--- src/rtl/pipe_pkg.sv ---
// Shared definitions for the pipeline sequencer: FSM state encoding and the
// instruction word loaded into a pipeline register when it is bubbled.
package pipe_pkg;

  typedef enum logic [1:0] {
    RUN      = 2'd0,
    MEM_WAIT = 2'd1,
    MD_BUSY  = 2'd2
  } state_e;

  // addi x0,x0,0 -- the canonical NOP carried by flushed/bubbled stages
  localparam logic [31:0] NOP_INSTR = 32'h0000_0013;

endpackage

--- src/rtl/sat_counter.sv ---
// Up-counter with synchronous clear that holds at all-ones instead of wrapping.
module sat_counter #(
  parameter int CNT_WIDTH = 32
) (
  input  logic                 clk,
  input  logic                 clr,
  input  logic                 inc,
  output logic [CNT_WIDTH-1:0] cnt
);

  logic [CNT_WIDTH-1:0] cnt_q;

  always_ff @(posedge clk) begin
    if (clr) begin
      cnt_q <= '0;
    end else if (inc && (cnt_q != {CNT_WIDTH{1'b1}})) begin
      cnt_q <= cnt_q + CNT_WIDTH'(1);
    end
  end

  assign cnt = cnt_q;

endmodule

--- src/rtl/pipe_ctrl.sv ---
// Pipeline sequencer: per-cycle stage enables and bubble/flush controls from
// load-use, branch, mul/div and data-memory handshake; tracks memory timeout.
module pipe_ctrl
  import pipe_pkg::*;
#(
  parameter int REGADDR_WIDTH = 4,
  parameter int MEM_TIMEOUT   = 16,
  parameter int CNT_WIDTH     = 32
) (
  input  logic                     clk,
  input  logic                     rst,
  input  logic                     id_ex_mem_read,
  input  logic [REGADDR_WIDTH-1:0] id_ex_rd,
  input  logic [REGADDR_WIDTH-1:0] if_id_rs,
  input  logic [REGADDR_WIDTH-1:0] if_id_rt,
  input  logic                     branch_taken,
  input  logic                     muldiv_start,
  input  logic                     muldiv_done,
  input  logic                     mem_req,
  input  logic                     mem_ready,
  input  logic                     bus_err_clr,
  output logic                     pc_write,
  output logic                     if_id_write,
  output logic                     if_id_flush,
  output logic                     id_ex_write,
  output logic                     id_ex_bubble,
  output logic                     ex_mem_write,
  output logic                     ex_mem_bubble,
  output logic                     mem_wb_bubble,
  output logic                     busy,
  output logic                     bus_err,
  output logic [CNT_WIDTH-1:0]     stall_cycles
);

  localparam int                WAIT_W     = $clog2(MEM_TIMEOUT + 1);
  localparam logic [WAIT_W-1:0] TIMEOUT_V  = WAIT_W'(MEM_TIMEOUT);

  state_e              state_q, state_d;
  logic [WAIT_W-1:0]   wait_q, wait_d;
  logic                bus_err_q;
  logic                loaduse;
  logic                release_run;
  logic                timeout;

  assign loaduse = id_ex_mem_read && (id_ex_rd != '0) &&
                   ((id_ex_rd == if_id_rs) || (id_ex_rd == if_id_rt));

  always_comb begin
    pc_write      = 1'b1;
    if_id_write   = 1'b1;
    if_id_flush   = 1'b0;
    id_ex_write   = 1'b1;
    id_ex_bubble  = 1'b0;
    ex_mem_write  = 1'b1;
    ex_mem_bubble = 1'b0;
    mem_wb_bubble = 1'b0;
    state_d       = state_q;
    wait_d        = wait_q;
    release_run   = 1'b0;
    timeout       = 1'b0;

    unique case (state_q)
      RUN: begin
        if (mem_req && !mem_ready) begin
          {pc_write, if_id_write, id_ex_write, ex_mem_write} = 4'b0000;
          mem_wb_bubble = 1'b1;
          state_d       = MEM_WAIT;
          wait_d        = WAIT_W'(1);
        end else begin
          release_run = 1'b1;
        end
      end
      MEM_WAIT: begin
        if (mem_ready) begin
          release_run = 1'b1;
          state_d     = RUN;
          wait_d      = '0;
        end else if (wait_q < TIMEOUT_V) begin
          {pc_write, if_id_write, id_ex_write, ex_mem_write} = 4'b0000;
          mem_wb_bubble = 1'b1;
          wait_d        = wait_q + WAIT_W'(1);
        end else begin
          // Abandon the access: MEM/WB drops it, upstream stages carry on.
          timeout       = 1'b1;
          mem_wb_bubble = 1'b1;
          release_run   = 1'b1;
          state_d       = RUN;
          wait_d        = '0;
        end
      end
      MD_BUSY: begin
        if (muldiv_done) begin
          state_d = RUN;
        end else begin
          {pc_write, if_id_write, id_ex_write} = 3'b000;
          ex_mem_bubble = 1'b1;
        end
      end
      default: begin
        state_d = RUN;
        wait_d  = '0;
      end
    endcase

    // A mul/div seen on release from a memory wait enters MD_BUSY directly.
    if (release_run) begin
      if (muldiv_start) begin
        {pc_write, if_id_write, id_ex_write} = 3'b000;
        ex_mem_bubble = 1'b1;
        state_d       = MD_BUSY;
      end else if (branch_taken) begin
        if_id_flush  = 1'b1;
        id_ex_bubble = 1'b1;
      end else if (loaduse) begin
        pc_write     = 1'b0;
        if_id_write  = 1'b0;
        id_ex_bubble = 1'b1;
      end
    end

    if (rst) begin
      {pc_write, if_id_write, id_ex_write, ex_mem_write} = 4'b0000;
      {if_id_flush, id_ex_bubble, ex_mem_bubble, mem_wb_bubble} = 4'b1111;
    end
  end

  always_ff @(posedge clk) begin
    if (rst) begin
      state_q   <= RUN;
      wait_q    <= '0;
      bus_err_q <= 1'b0;
    end else begin
      state_q <= state_d;
      wait_q  <= wait_d;
      if (timeout) begin
        bus_err_q <= 1'b1;
      end else if (bus_err_clr) begin
        bus_err_q <= 1'b0;
      end
    end
  end

  sat_counter #(
    .CNT_WIDTH(CNT_WIDTH)
  ) u_stall_cnt (
    .clk(clk),
    .clr(rst),
    .inc(!pc_write),
    .cnt(stall_cycles)
  );

  assign busy    = (state_q != RUN);
  assign bus_err = bus_err_q;

endmodule

--- config.mk ---
export PLATFORM = sky130hd
export DESIGN_NAME = pipe_ctrl
export DESIGN_NICKNAME = d
export VERILOG_FILES = /design/src/rtl/pipe_pkg.sv /design/src/rtl/sat_counter.sv /design/src/rtl/pipe_ctrl.sv
export SDC_FILE = /design/constraint.sdc
export NUM_CORES = 1
export LEC_CHECK = 0
export ABC_AREA = 1
export CORE_ASPECT_RATIO = 0.8
export CORE_MARGIN = 2
export CORE_UTILIZATION = 36
export DETAILED_ROUTE_END_ITERATION = 16
export GPL_TIMING_DRIVEN = 0
export MAX_ROUTING_LAYER = met4
export SLEW_MARGIN = 20
export SYNTH_ARGS = -nofsm -noshare
export SYNTH_HDL_FRONTEND = slang
export SYNTH_SLANG_ARGS = --single-unit
--- constraint.sdc ---
create_clock -name clk -period 2.45 [get_ports clk]
set_input_delay 0.49 -clock clk [delete_from_list [all_inputs] [get_ports clk]]
set_output_delay 0.49 -clock clk [all_outputs]
set_load 0.005 [all_outputs]
==> results of run 1 <==
report_power, final:
group	switching [W]	internal (W)	total [W]
Combinational	0.000144	0.000135	0.000279
Sequential	0.0000137	0.000660	0.000674
Clock	0.000243	0.000193	0.000436
final timing paths:
path | start | to | slack, ns | cells past startpoint
max | muldiv_done | id_ex_write | 0.02 | 7
min | bus_err | bus_err | 0.47 | 2
max reg2reg | u_stall_cnt.cnt[0] | u_stall_cnt.cnt[26] | 0.21 | 9
min reg2reg | bus_err | bus_err | 0.47 | 2
per-stage QoR:
step / util, % / worst slack [ns] / hold WS (ns) / area [sq um]
2_1_floorplan: - / 0.4605 / 0.4566 / 2755
3_3_place_gp: 47.44 / -0.6371 / 0.4564 / 3507
3_5_place_dp: 47.44 / -0.6790 / 0.4687 / 3507
4_1_cts: 50.03 / -0.02599 / 0.4806 / 3699
5_1_grt: 50.46 / -0.003128 / 0.5050 / 3730
6_report: 50.46 / 0.01903 / 0.4724 / 3730
repair_timing:
item                                    CTS  global route
cloned                                    0             0
setup buffers                            13             0
resized for setup                        22            13
pin swaps                                 4             6
hold endpoints to repair                  0             0
endpoints found under the setup margin    6             5
registers in the layout, indices dropped and copies added, names as in the netlist:
signal and cells:
bus_err 1, state_q 2, wait_q 5, u_stall_cnt.cnt 32
Yosys cell counts (4+ instances only):
| library cell | instances | area share [%] |
|---|---|---|
| a21oi_1 | 39 | 7.1 |
| buf_4 | 4 | 1.1 |
| clkbuf_1 | 7 | 0.95 |
| dfxtp_1 | 40 | 29 |
| inv_1 | 32 | 4.4 |
| nand2_1 | 169 | 23 |
| nand3_1 | 40 | 7.3 |
| nand3b_1 | 13 | 3.5 |
| nor2_1 | 58 | 7.9 |
| nor2_2 | 5 | 1.1 |
| xnor2_1 | 4 | 1.3 |
| xor2_1 | 12 | 3.8 |
critical path, delay by kind of cell:
family	cells	cell delay, ns
buffers and inverters	3	1.11
AND/OR/NAND/NOR	4	0.33
kinds of logic (layout without fill, tap and decap cells):
| logic type | after synthesis | count (layout) | synth area share, % |
|---|---|---|---|
| flops | 40 | 40 | 29.06 |
| buf+inv | 48 | 129 | 7.902 |
| xor+xnor | 16 | 16 | 5.086 |
| compound gates | 49 | 49 | 9.446 |
| simple gates | 299 | 299 | 47.59 |
| fa+ha+maj | 2 | 2 | 0.9081 |
layer usage:
metal,share of wire (%),routed length [um],vias to the layer above
met4,0.87,72,0
li1,-,-,1607
met5,0,0,-
met2,41,3412,70
met1,52,4358,1379
met3,5.5,457,4
final cells by class:
class                      count  area, sq um  share of cell area, %
clock buffer                   5        68.82                  1.845
clock inverter                 2        12.51                 0.3355
inverter                      34        127.6                  3.422
buffer                        13        82.58                  2.214
tap                          105        131.4                  3.522
multi-input combinational    366         1784                  47.84
sequential                    40        804.5                  21.57
timing repair buffer          75        718.2                  19.26
==> run metrics, run 1 <==
outcome finished clean; Layout area overhead 35.38%; Die Area around 8400 sq um; # port buffers 62; Clk pin slew, worst setup/hold paths around 0.080 ns; CP max stage delay 0.51 ns; non-filler cells, final 640; CP Cell Sequence clkdlybuf4s50_1 -> nor2_1 -> nand3_1 -> nand2_1 -> nor2_4 -> buf_4 -> clkdlybuf4s50_1; layout cells sized above 1 10.65%; setup TNS 0 ns; vias per cell 4.781; Critical Path End Type output pin; post-synthesis sequential area ratio 29.06%; cts hold-fix bufs 0; crit path max-delay cell type clkdlybuf4s50_1; post-synthesis cell type count 30; worst slew pin tran 0.5260 ns; vias in the first global route 2,816; Yosys reg bits 40; Filler cells 768; Die X around 100 um; clock tree buffer depth 2; DRT iter0 DRCs 180; final wirelength 8.301 mm; initial antenna violation count 0; Max Fclk 0.4114 GHz; first-pass GRT wire length 13.52 mm; leading cell type in the layout, fill and taps excluded nand2_1; Worst Path Required 1.96 ns; met3 usage 3.535%; GR peak layer met2; FP Rows 28; Max-Cap Viols 0; Critical Path AT 1.94 ns; starting density of the core 37.27%; I/O pin total between 60 and 70; Fin. Hold Viols 0; routing usage on met2 31.18%; H-Tree Depth 2; Avg Cell Area, Syn a little over 6 sq um; Global Route Usage Sum 21.41%; Setup CP Type input pin to output pin; hpwl dp 6.406 mm; Syn. warnings 0; Final period util 99.22%; Mapped Nets between 400 and 500; drt drc 0; root buffer cell clkbuf_8; total CTS buffers 5; crit path time final 2.431 ns; Vias between 3,000 and 4,000; clock skew 0.009851 ns; Final #Nets 558; worst hold path class register to register; placer congestion estimate slightly above 0.9; EDFF count, synth 0; Inst Count DP 621; largest net degree at the start of global routing 17; VDD IR max 0.1938 mV; Pwr per Cell Area 372.2 nW/um^2; sink count of the clock tree 40; most frequent cells in the layout nand2_1 (166), nor2_1 (57), clkdlybuf4s50_1 (49); n_diodes 0; DRT Pass-1 Iters 4; CP Launch Type input pin; Most common cell on crit path clkdlybuf4s50_1; worst skew pair latency ~0.30 ns; Rel. slew slack 64.93%; CP max FO 2; core area 7392 sq um; Routed WL per cell 12.97 um; Final Max Tran Viols 0; predominant post-synthesis flop cell dfxtp_1; Post-DRT Antenna Nets 0; area of the mapped netlist 2755 sq um; total power 0.001388 W; Final Setup Violations 0; gr ovfl total 0; TritonCTS clock tree built; Mapped Cells 454; Die Span Y about 82 um; Static Leak 1.457 nW; ys async rst share 0%; met1 global-route usage between 30% and 40%
No activity file was read; power rests on OpenSTA's default activity.
==> inputs of run 2 (changes only) <==
--- a/config.mk
+++ b/config.mk
@@ -7,11 +7,12 @@
 export LEC_CHECK = 0
 export ABC_AREA = 1
 export CORE_ASPECT_RATIO = 0.8
-export CORE_MARGIN = 2
+export CORE_MARGIN = 5
 export CORE_UTILIZATION = 36
 export DETAILED_ROUTE_END_ITERATION = 16
 export GPL_TIMING_DRIVEN = 0
 export MAX_ROUTING_LAYER = met4
+export SKIP_LAST_GASP = 1
 export SLEW_MARGIN = 20
 export SYNTH_ARGS = -nofsm -noshare
 export SYNTH_HDL_FRONTEND = slang
==> run metrics, run 2 (same netlist as run 1, synthesis figures left out) <==
outcome finished clean (unchanged); hold endpoint bus_err (unchanged); first-pass GRT wire length 13.83 mm (was 13.52 mm); Final Setup Violations 0 (unchanged); sink count of the clock tree 40 (unchanged); Pwr per Cell Area 402.7 nW/um^2 (was 372.2 nW/um^2); leading cell type in the layout, fill and taps excluded nand2_1 (unchanged); largest net degree at the start of global routing 17 (unchanged); CP max FO 2 (unchanged); Inst Count DP 621 (unchanged); Die X 107.8 um (was 101.8 um); Final #Nets 550 (was 558); max reg flops 32 (unchanged); most frequent cells in the layout nand2_1 (167), nor2_1 (58), clkdlybuf4s50_1 (45) (was nand2_1 (166), nor2_1 (57), clkdlybuf4s50_1 (49)); root buffer cell clkbuf_8 (unchanged); H-Tree Depth 2 (unchanged); CP Launch Type input pin (unchanged); Max Fclk 0.4209 GHz (was 0.4114 GHz); core area 7427 sq um (was 7392 sq um); hpwl dp 6.704 mm (was 6.406 mm); Die Span Y 88.25 um (was 82.25 um); Rel. slew slack 63.22% (was 64.93%); R2R Setup Slk 0.26 ns (was 0.21 ns); crit path time final 2.376 ns (was 2.431 ns); Critical Path AT 1.89 ns (was 1.94 ns); FP Rows 28 (unchanged); DRT Pass-1 Iters 4 (unchanged); setup TNS 0 ns (unchanged); FF+latch area 800.8 sq um (was 804.5 sq um); placer congestion estimate 0.9546 (was 0.9273); worst slew pin tran 0.5516 ns (was 0.5260 ns); Worst Path Required 1.96 ns (about the same); Static Leak 1.465 nW (was 1.457 nW); Layout area overhead 33.65% (was 35.38%); total CTS buffers 5 (unchanged); Final Max Tran Viols 0 (unchanged); Global Route Usage Sum 18.89% (was 21.41%); VDD IR max 0.2064 mV (was 0.1938 mV); non-filler cells, final 633 (was 640); DRT iter0 DRCs 173 (was 180); final wirelength 8.536 mm (was 8.301 mm); dpl ws -0.6481 ns (was -0.6790 ns); reg2reg path depth 9 (unchanged); Final period util 96.97% (was 99.22%); clock tree buffer depth 2 (unchanged); multi-input logic area 1768 sq um (was 1784 sq um); worst hold path class register to register (unchanged); RSZ-0062 raised after global routing false; layout cells sized above 1 7.765% (was 10.65%); Setup CP Type input pin to output pin (unchanged); vias in the first global route 2,806 (was 2,816); Critical Path End Type output pin (unchanged); Vias 3,003 (was 3,060); # port buffers 62 (unchanged); Clk pin slew, worst setup/hold paths 0.08 ns (about the same); RR Endpoint u_stall_cnt.cnt[22] (was u_stall_cnt.cnt[26]); starting density of the core 37.10% (was 37.27%); initial antenna violation count 0 (unchanged); Routed WL per cell 13.48 um (was 12.97 um); worst skew pair latency 0.30 ns (about the same); cts hold-fix bufs 0 (unchanged); worst r2r src u_stall_cnt.cnt[0] (unchanged); clock skew 0.005510 ns (was 0.009851 ns); drt drc 0 (unchanged); Fin. Hold Viols 0 (unchanged); Filler cells 792 (was 768); Max-Cap Viols 0 (unchanged); TritonCTS clock tree built (unchanged); Die Area 9514 sq um (was 8373 sq um); fin worst setup slack 0.07419 ns (was 0.01903 ns); Post-DRT Antenna Nets 0 (unchanged); vias per cell 4.744 (was 4.781); HP Start bus_err (unchanged); I/O pin total 63 (unchanged); n_diodes 0 (unchanged); Final Util 49.58% (was 50.46%); gr ovfl total 0 (unchanged); Worst Hold Depth 2 (unchanged)
run 2: changes by cell type in the layout (fill, tap and decap cells not counted), sizes merged:
cell / change
clkbuf: +2
clkinvlp: -1
clkdlybuf4s50: -4
dlymetal6s2s: +4
buf: -9
bufinv: +1
run 2: area by class of cell:
| type | instances | area share [%] |
|---|---|---|
| sequential | 40 | 21.75 |
| timing repair buffer | 67 | 18.04 |
| multi-input combinational | 366 | 48.01 |
| buffer | 13 | 2.243 |
| tap | 105 | 3.568 |
| inverter | 34 | 3.466 |
| clock inverter | 2 | 0.9514 |
| clock buffer | 6 | 1.971 |
run 2: layer usage:
metal  vias to the layer above  wire length [um]  global-route usage, %
met1                      1333              4445                  27.70
met3                        11               434                  2.626
li1                       1589                 -                      -
met2                        70              3529                  26.92
met5                         -                 0                      -
met4                         0               127                  5.390
run 2: worst max-delay path: stages:
cell and delay, ns:
clkdlybuf4s50_1 0.47, inv_1 0.04, nand2_1 0.05, nand2_1 0.05
nor2_1 0.08, nand2_1 0.07, nand2_2 0.10, nand3_4 0.09
nand2_8 0.08, inv_1 0.04, buf_4 0.12, clkdlybuf4s15_1 0.19
run 2: power by group:
group | switching [W] | internal, W
logic | 0.000141 | 0.000120
clock network | 0.000246 | 0.000303
registers | 0.0000133 | 0.000659
run 2: how the worst max path moves through the flow:
stage	slack (ns)	depth (start not counted)	startpoint	end
finish	0.07	12	if_id_rt[3]	pc_write
detailed placement	-0.65	12	mem_ready	pc_write
global placement	-0.63	12	mem_ready	pc_write
CTS	-0.1	12	id_ex_rd[3]	pc_write
global route	0.004	7	state_q[0]	ex_mem_bubble
floorplan	0.46	10	mem_ready	pc_write
run 2: per-stage QoR:
| step | hold slack [ns] | power, W | instance area [sq um] |
|---|---|---|---|
| floorplan | 0.4566 | 0.0008217 | 2755 |
| global placement | 0.4561 | 0.0009345 | 3507 |
| detailed placement | 0.4709 | 0.0009377 | 3507 |
| CTS | 0.4838 | 0.001493 | 3652 |
| global route | 0.5008 | 0.001551 | 3682 |
| finish | 0.4753 | 0.001483 | 3682 |
run 2: timing repair:
action,CTS,global route
pin swaps,4,5
resized for setup,16,13
setup buffers,4,1
endpoints found under the setup margin,6,5
==> inputs of run 3 (changes only) <==
--- a/config.mk
+++ b/config.mk
@@ -7,7 +7,6 @@
 export LEC_CHECK = 0
 export ABC_AREA = 1
 export CORE_ASPECT_RATIO = 0.8
-export CORE_MARGIN = 5
 export CORE_UTILIZATION = 36
 export DETAILED_ROUTE_END_ITERATION = 16
 export GPL_TIMING_DRIVEN = 0
==> constraint.sdc (replaced) <==
create_clock -name clk -period 3 [get_ports clk]
set_input_delay 0.6 -clock clk [delete_from_list [all_inputs] [get_ports clk]]
set_output_delay 0.6 -clock clk [all_outputs]
set_load 0.005 [all_outputs]
==> run metrics, run 3 (same netlist as run 1, synthesis figures left out) <==
leading cell type in the layout, fill and taps excluded nand2_1 (unchanged); total CTS buffers 5 (unchanged); I/O pin total 63 (unchanged); core area 7392 sq um (was 7427 sq um); RSZ-0062 raised after global routing false (unchanged); n_diodes 0 (unchanged); CP max stage delay 0.49 ns (was 0.47 ns); # port buffers 62 (unchanged); initial antenna violation count 0 (unchanged); Clk pin slew, worst setup/hold paths 0.09 ns (was 0.08 ns); root buffer cell clkbuf_8 (unchanged); drt drc 0 (unchanged); gr ovfl total 0 (unchanged); DRT iter0 DRCs 197 (was 173); max reg flops 32 (unchanged); Max-Cap Viols 0 (unchanged); Die Area 8009 sq um (was 9514 sq um); cts hold-fix bufs 0 (unchanged); Most common cell on crit path buf_4 (was nand2_1); CP Launch Type input pin (unchanged); Final Setup Violations 0 (unchanged); Global Route Usage Sum 22.34% (was 18.89%); Pwr per Cell Area 334.2 nW/um^2 (was 402.7 nW/um^2); R2R Setup Slk 0.77 ns (was 0.26 ns); Fin. Hold Viols 0 (unchanged); Routed WL per cell 12.94 um (was 13.48 um); clock tree buffer depth 2 (unchanged); TritonCTS clock tree built (unchanged); DRT Pass-1 Iters 5 (was 4); VDD IR max 0.1588 mV (was 0.2064 mV); Worst Path Required 2.40 ns (was 1.96 ns); CP max FO 4 (was 2); placer congestion estimate 0.9154 (was 0.9546); Critical Path AT 2.25 ns (was 1.89 ns); outcome finished clean (unchanged); worst hold path class register to register (unchanged); sink count of the clock tree 40 (unchanged); Critical Path End Type output pin (unchanged); Rel. slew slack 63.74% (was 63.22%); Die Span Y 80.25 um (was 88.25 um); Final period util 94.96%; Final #Nets 549 (was 550); vias in the first global route 2,740 (was 2,806); Worst Hold Depth 2 (unchanged); Die X 99.81 um (was 107.8 um); first-pass GRT wire length 13.48 mm (was 13.83 mm); crit path time final 2.849 ns; largest net degree at the start of global routing 17 (unchanged); FP Rows 28 (unchanged); H-Tree Depth 2 (unchanged); CP Cell Sequence dlygate4sd2_1 -> inv_1 -> nand2_1 -> nand2_2 -> o21a_1 -> buf_4 -> buf_4 -> o21ai_2 -> a31o_2 -> clkdlybuf4s50_1 (was clkdlybuf4s50_1 -> inv_1 -> nand2_1 -> nand2_1 -> nor2_1 -> nand2_1 -> nand2_2 -> nand3_4 -> nand2_8 -> inv_1 -> buf_4 -> clkdlybuf4s15_1); most frequent cells in the layout nand2_1 (167), nor2_1 (58), clkdlybuf4s50_1 (55) (was nand2_1 (167), nor2_1 (58), clkdlybuf4s50_1 (45)); worst slew pin tran 0.5440 ns (was 0.5516 ns); Setup CP Type input pin to output pin (unchanged); worst skew pair latency 0.30 ns (about the same); reg2reg path depth 9 (unchanged); crit path max-delay cell type clkdlybuf4s50_1 (unchanged); clock skew 0.007452 ns (was 0.005510 ns); starting density of the core 37.27% (was 37.10%); Max Fclk 0.3510 GHz; Layout area overhead 33.92% (was 33.65%); layout cells sized above 1 7.400% (was 7.765%); Static Leak 1.443 nW (was 1.465 nW); setup TNS 0 ns (unchanged); Final Util 49.92% (was 49.58%); final wirelength 8.178 mm (was 8.536 mm); Vias 3,041 (was 3,003); vias per cell 4.812 (was 4.744); Final Max Tran Viols 0 (unchanged); hpwl dp 6.377 mm (was 6.704 mm); Post-DRT Antenna Nets 0 (unchanged)
==> run 3: layout make-up <==
type	count	area, sq um
fill	775	3702
multi-input combinational	366	1767
sequential	40	800.8
clock inverter	3	47.55
clock buffer	5	68.82
inverter	34	127.6
buffer	13	82.58
tap	105	131.4
timing repair buffer	66	664.4
==> run 3: routing by layer <==
| layer | up-vias | track usage, % | wire length, um |
|---|---|---|---|
| li1 | 1590 | - | - |
| met1 | 1357 | 31.77 | 4337 |
| met2 | 81 | 32.48 | 3293 |
| met3 | 13 | 3.133 | 385 |
| met4 | 0 | 6.765 | 161 |
| met5 | - | - | 0 |
==> run 3: critical path: cells and delay by family <==
family / cells / cell delay [ns]
buf+inv: 5 / 1.08
compound gates: 3 / 0.38
simple gates: 2 / 0.18
==> run 3: final timing paths <==
kind,startpoint,end
setup / recovery,mem_ready,id_ex_bubble
hold / removal,bus_err,bus_err
setup reg to reg,u_stall_cnt.cnt[0],u_stall_cnt.cnt[23]
hold reg to reg,bus_err,bus_err
==> run 3: per-stage QoR <==
stage          instance area, sq um  worst slack, ns  power [W]  cells  hold WS, ns
2_1_floorplan                  2755           0.7905  0.0006711    454       0.4566
3_3_place_gp                   3507          -0.3003  0.0007617    621       0.4566
3_5_place_dp                   3507          -0.3138  0.0007638    621       0.4550
4_1_cts                        3660         0.007797   0.001238    631       0.4680
5_1_grt                        3690          0.04229   0.001288    632       0.4997
6_report                       3690           0.1512   0.001233    632       0.4645
==> run 3: timing repair <==
action | in CTS | in global routing
cloned | 0 | 0
endpoints found under the setup margin | 2 | 3
pin swaps | 2 | 2
resized for setup | 7 | 7
buffers inserted | 3 | 1
==> run 3: report_power, final <==
part	leakage [nW]	switching (W)	internal [W]
sequential	0.323	0.0000106	0.000539
clock	0.0583	0.000218	0.000251
combinational	1.06	0.000112	0.000103
